### src/rtl/ecc_pkg.sv
// Shared sect163r2 constants and the ECDH sequencer state type.
package ecc_pkg;

  localparam int NUM_BITS = 163;

  // sect163r2 base point G
  localparam logic [NUM_BITS:0] GX = 164'h3f0eba16286a2d57ea0991168d4994637e8343e36;
  localparam logic [NUM_BITS:0] GY = 164'h0d51fbc6c71a0094fa2cdd545b11c5c0c797324f1;

  typedef enum logic [2:0] {
    IDLE,
    PUB_START,
    PUB_WAIT,
    SES_START,
    SES_WAIT
  } ecdh_state_t;

endpackage

### src/rtl/pm_timeout_counter.sv
// Watchdog for one point_multiplication run; expire is high on the last allowed wait cycle.
module pm_timeout_counter #(
  parameter int TIMEOUT_CYCLES = 200000
) (
  input  logic clk,
  input  logic n_rst,
  input  logic clear,
  input  logic enable,
  output logic expire
);

  localparam int CW = $clog2(TIMEOUT_CYCLES);

  logic [CW-1:0] count;

  assign expire = (count == CW'(TIMEOUT_CYCLES - 1));

  // Saturates at the limit so a lingering enable never wraps back to zero.
  always_ff @(posedge clk or negedge n_rst) begin
    if (!n_rst) begin
      count <= '0;
    end else if (clear) begin
      count <= '0;
    end else if (enable && !expire) begin
      count <= count + 1'b1;
    end
  end

endmodule

### src/rtl/ecdh_sequencer.sv
// Drives point_multiplication through the two ECDH steps (k*G, then k*peer)
// and holds each result for the downstream key-load logic.
module ecdh_sequencer
  import ecc_pkg::*;
#(
  parameter int TIMEOUT_CYCLES = 200000
) (
  input  logic              clk,
  input  logic              n_rst,
  input  logic [NUM_BITS:0] priv_key,
  input  logic [NUM_BITS:0] peer_x,
  input  logic [NUM_BITS:0] peer_y,
  input  logic              gen_pub,
  input  logic              gen_ses,
  output logic [NUM_BITS:0] pub_x,
  output logic [NUM_BITS:0] pub_y,
  output logic [NUM_BITS:0] ses_x,
  output logic [NUM_BITS:0] ses_y,
  output logic              pub_valid,
  output logic              ses_valid,
  output logic              busy,
  output logic              err,
  output logic              pm_start,
  output logic [NUM_BITS:0] pm_k,
  output logic [NUM_BITS:0] pm_x,
  output logic [NUM_BITS:0] pm_y,
  input  logic [NUM_BITS:0] pm_skx,
  input  logic [NUM_BITS:0] pm_sky,
  input  logic              pm_done
);

  ecdh_state_t state, next_state;

  logic [NUM_BITS:0] priv_q;
  logic              key_loaded;
  logic              done_q;
  logic              done_rise;
  logic              expire;

  logic accept_pub, accept_ses, reject;
  logic complete_pub, complete_ses, timeout;
  logic cnt_clear, cnt_enable;

  assign done_rise = pm_done & ~done_q;
  assign busy      = (state != IDLE);
  assign pm_start  = (state == PUB_START) || (state == SES_START);

  pm_timeout_counter #(
    .TIMEOUT_CYCLES(TIMEOUT_CYCLES)
  ) u_timeout (
    .clk   (clk),
    .n_rst (n_rst),
    .clear (cnt_clear),
    .enable(cnt_enable),
    .expire(expire)
  );

  always_ff @(posedge clk or negedge n_rst) begin
    if (!n_rst) begin
      state <= IDLE;
    end else begin
      state <= next_state;
    end
  end

  always_comb begin
    next_state   = state;
    accept_pub   = 1'b0;
    accept_ses   = 1'b0;
    reject       = 1'b0;
    complete_pub = 1'b0;
    complete_ses = 1'b0;
    timeout      = 1'b0;
    cnt_clear    = 1'b0;
    cnt_enable   = 1'b0;
    unique case (state)
      IDLE: begin
        // gen_pub has priority; a simultaneous gen_ses is dropped without err
        if (gen_pub) begin
          accept_pub = 1'b1;
          next_state = PUB_START;
        end else if (gen_ses) begin
          if (!key_loaded || (peer_x == '0 && peer_y == '0)) begin
            reject = 1'b1;
          end else begin
            accept_ses = 1'b1;
            next_state = SES_START;
          end
        end
      end
      PUB_START: begin
        cnt_clear  = 1'b1;
        next_state = PUB_WAIT;
      end
      SES_START: begin
        cnt_clear  = 1'b1;
        next_state = SES_WAIT;
      end
      PUB_WAIT: begin
        cnt_enable = 1'b1;
        if (done_rise) begin
          complete_pub = 1'b1;
          next_state   = IDLE;
        end else if (expire) begin
          timeout    = 1'b1;
          next_state = IDLE;
        end
      end
      SES_WAIT: begin
        cnt_enable = 1'b1;
        if (done_rise) begin
          complete_ses = 1'b1;
          next_state   = IDLE;
        end else if (expire) begin
          timeout    = 1'b1;
          next_state = IDLE;
        end
      end
      default: next_state = IDLE;
    endcase
  end

  // Operands are loaded on acceptance so they are stable from START through WAIT.
  always_ff @(posedge clk or negedge n_rst) begin
    if (!n_rst) begin
      priv_q     <= '0;
      key_loaded <= 1'b0;
      done_q     <= 1'b0;
      err        <= 1'b0;
      pm_k       <= '0;
      pm_x       <= '0;
      pm_y       <= '0;
      pub_x      <= '0;
      pub_y      <= '0;
      ses_x      <= '0;
      ses_y      <= '0;
      pub_valid  <= 1'b0;
      ses_valid  <= 1'b0;
    end else begin
      done_q <= pm_done;
      err    <= reject | timeout;
      if (accept_pub) begin
        priv_q     <= priv_key;
        key_loaded <= 1'b1;
        pm_k       <= priv_key;
        pm_x       <= GX;
        pm_y       <= GY;
        pub_valid  <= 1'b0;
        ses_valid  <= 1'b0;
      end
      if (accept_ses) begin
        pm_k      <= priv_q;
        pm_x      <= peer_x;
        pm_y      <= peer_y;
        ses_valid <= 1'b0;
      end
      if (complete_pub) begin
        pub_x     <= pm_skx;
        pub_y     <= pm_sky;
        pub_valid <= 1'b1;
      end
      if (complete_ses) begin
        ses_x     <= pm_skx;
        ses_y     <= pm_sky;
        ses_valid <= 1'b1;
      end
    end
  end

endmodule
### config.mk
export PLATFORM = sky130hd
export DESIGN_NAME = ecdh_sequencer
export DESIGN_NICKNAME = d
export VERILOG_FILES = /design/src/rtl/ecc_pkg.sv /design/src/rtl/pm_timeout_counter.sv /design/src/rtl/ecdh_sequencer.sv
export SDC_FILE = /design/constraint.sdc
export NUM_CORES = 2
export LEC_CHECK = 0
export CORE_AREA = 3 3 769 771
export CTS_CLUSTER_SIZE = 20
export DETAILED_ROUTE_END_ITERATION = 10
export DIE_AREA = 0 0 772 774
export GPL_TIMING_DRIVEN = 0
export SLEW_MARGIN = 10
export SYNTH_ARGS = -nofsm -noshare
export SYNTH_HDL_FRONTEND = slang
export SYNTH_SLANG_ARGS = --single-unit
### constraint.sdc
create_clock -name clk -period 2.85 [get_ports clk]
set_input_delay 0.855 -clock clk [delete_from_list [all_inputs] [get_ports clk]]
set_output_delay 0.855 -clock clk [all_outputs]
set_load 0.01 [all_outputs]
==> reports/results.ini <==
[synthesis]
synth_edf_count=0
syn_area_per_cell_sq_um=15.3
ys_warn_count=0
synthTopCellsByArea=dfrtp_1 67%, mux2_2 15%, a221o_1 3.3%
ys_async_sr_fraction_pct=100
synth_ff_type=dfrtp_1
synth.distinct_cells=43
yosys-mux-area-fraction_pct=14.7
ys_seq_area_share_pct=66.7
netlist_top_cells_count=1338 x dfrtp_1, 656 x mux2_2, 172 x a22o_1
synthXorXnorAreaFrac_pct=0.209
synth_compound_area_share_pct=11.8
synth_cells=3280
yosys.area.top_type_share_pct=66.7
synthesis.nets=4106
synth_area_leader_cell=dfrtp_1
ys_seq_elements=1338
synth_top_family_by_area=multiplexers
synthAdderAreaFrac_pct=0.0249
synth_simple_gate_area_share_pct=4.14
synth_area_sq_um=50200
synth_most_common_cell=dfrtp_1

[cts]
clock_latency_ns=0.93
cts.clk_slew.worst_paths_ns=0.06
cts_max_level=4
cts-buffers-inserted=177
cts_tree=built
cts_buffer_depth=4
cts_num_sinks=1338
root_buffer=clkbuf_16

[sta]
slew_headroom_pct=31.5
setup_tns_ns=-200.40
rsz0062_at_grt=true
finalHoldViolations=0
fin_skew_ns=0.105
whs_ns=0.0673
fmax_ghz=0.289
maxSlewViolCount=0
worst_slack_ns=-0.610
tightest_slew_ns=1.03
min_period_over_period_pct=121
setup_violations=499
period_minus_slack_ns=3.46

[grt]
grt_pass1_wl_microns=611000
antenna_found_initial=376
top_usage_layer=met2
use_met1_pct=18.3
grt_usage_pct=16.5
overflow=0
gr-usage-met3_pct=9.09
grt_max_degree=143
gr-usage-met2_pct=26.2
grt_pass1_vias=42600

[power]
p_sw_w=0.0451
power_frac_seq_pct=29.9
p_sw_share_pct=40.3
leakagePower_nw=41.0
internal-power_w=0.0667
p_clk_share_pct=20.6
power_w=0.112
powerDensity_nw_per_um2=1220
peakVddDrop_mv=0.708
power_frac_comb_pct=49.4

[setup_path]
endpoint=pm_x[55]
path_class=primary input to flop
rr_endpoint=pub_x[14]
crit_path_end_kind=flop
r2r_cells=8
crit_path_start=peer_y[82]
reg2reg_slack_ns=0.08
timing.rr.start=done_q
crit_arrival_ns=4.17
cp_max_fo=8
cp_data_required_time_ns=3.56
cp-start-kind=primary input

[run_status]
violations=negative setup slack
status=finished with violations

[cells_and_area]
layout-drive-gt1-share_pct=24.4
postLayoutCoreUtil_pct=15.6
final_nets=6407
syn_to_final_growth_pct=81.8

[route]
drt_iter0_markers=3370
antenna_left=0
drt_pass1_iterations=8
dr_total_vias=44000
via_per_inst=3.23
drc=0
wirelength_microns=518000
wl_per_cell_microns=38.0

[floorplanning]
io_pins=1978
initial_utilization_pct=8.58
dieArea_sq_um=598000
core_sq_um=585000
dieHeight_microns=774
rows=281
die_width_microns=772

[flow_run]
cap_violations=0

[place]
numPortBuffers=1977
place.gp.congestion=0.988
dpl.hpwl_microns=446000

[hold_path]
hold_path_class=primary input to asynchronous set/reset pin

[metal layers]
layer | vias to the layer above | wire (microns) | part of all wire [%]
met2 | 2890 | 230000 | 44
met5 | - | 706 | 0.14
li1 | 17200 | - | -
met4 | 86 | 27100 | 5.2
met1 | 23000 | 192000 | 37
met3 | 861 | 68600 | 13
[how the worst min path moves through the flow]
stage | start | to | slack [ns] | depth (start not counted)
after floorplan | key_loaded | key_loaded | 0.45 | 1
after global placement | priv_q[95] | priv_q[95] | 0.46 | 1
after detailed placement | priv_q[6] | priv_q[6] | 0.47 | 1
after CTS | peer_x[110] | pm_x[110] | 0.03 | 2
after global routing | n_rst | pm_x[25] | 0.07 | 2
final | n_rst | pm_x[25] | 0.07 | 2
[registers in the layout, summed over array words and instances, names as in the netlist, 3 cells and up]
signal / count
pm_x: 164
priv_q: 164
pub_y: 164
pub_x: 164
pm_k: 164
u_timeout.count: 18
ses_x: 164
pm_y: 164
ses_y: 164
state: 3
[cell type report]
cell class	instances	area, sq um
clock buffer	240	4950
multi-input combinational	1696	16000
timing repair buffer	2131	23600
inverter	9	55.1
buffer	228	2310
fill	64900	494000
sequential	1338	33500
antenna	121	303
tap	7782	9740
clock inverter	74	901
[stage by stage]
stage,instance area [sq um],cells,setup slack (ns)
after CTS,89000,13500,-0.500
after detailed placement,80400,13100,-4.19
after floorplan,50200,3280,0.211
after global routing,91100,13600,-0.498
final,91300,13600,-0.610
after global placement,79700,13000,-66.38
[kinds of logic after synthesis]
group / Yosys count
AO/OA/AOI/OAI: 682
XOR/XNOR: 12
adder cells (fa/ha/maj): 1
buffers and inverters: 246
flip-flops: 1338
multiplexers: 656
AND/OR/NAND/NOR: 345
[what timing repair did]
| action | in CTS | in global routing |
|---|---|---|
| endpoints found under the setup margin | 1714 | 1384 |
| hold buffers | 8 | 0 |
| endpoints found under the hold margin | 87 | 0 |
| gates cloned | 33 | 32 |
| setup buffers | 37 | 21 |
| pin swaps | 53 | 221 |
| gates resized for setup | 491 | 741 |
[power by group through the flow]
stage | logic (W) | registers [W] | clock network [W]
floorplan | 0.0120 | 0.0365 | 0
global placement | 0.0516 | 0.0338 | 0
detailed placement | 0.0520 | 0.0337 | 0
CTS | 0.0553 | 0.0335 | 0.0239
global route | 0.0581 | 0.0346 | 0.0245
finish | 0.0553 | 0.0335 | 0.0231
[critical path, cell delays in order]
cell and delay [ns]:
dlygate4sd2_1 0.30, nor4_2 0.37, nand4_1 0.53, nor4_4 0.46, and4_4 0.38, a31o_1 0.22, buf_12 0.18, inv_16 0.09
buf_16 0.17, buf_12 0.22, o22a_1 0.19
[layout by cell type (no fill, tap or decap), types with 23 or more instances in the layout]
master and n:
clkdlybuf4s50_1 1448, dfrtp_1 1332, mux2_2 656, dlymetal6s2s_1 401, clkbuf_16 220, a22o_1 172
and3_1 167, a21o_1 165, a221o_1 164, o22a_1 156, diode_2 121, clkbuf_1 100
clkbuf_2 83, buf_12 62, buf_16 52, nor4_1 45, buf_2 43, buf_8 37
dlygate4sd2_1 36, clkbuf_8 31, buf_6 27, nor4_2 23, nand4_1 23, buf_4 23
clkinv_2 23
(Power assumes the default switching activity.)
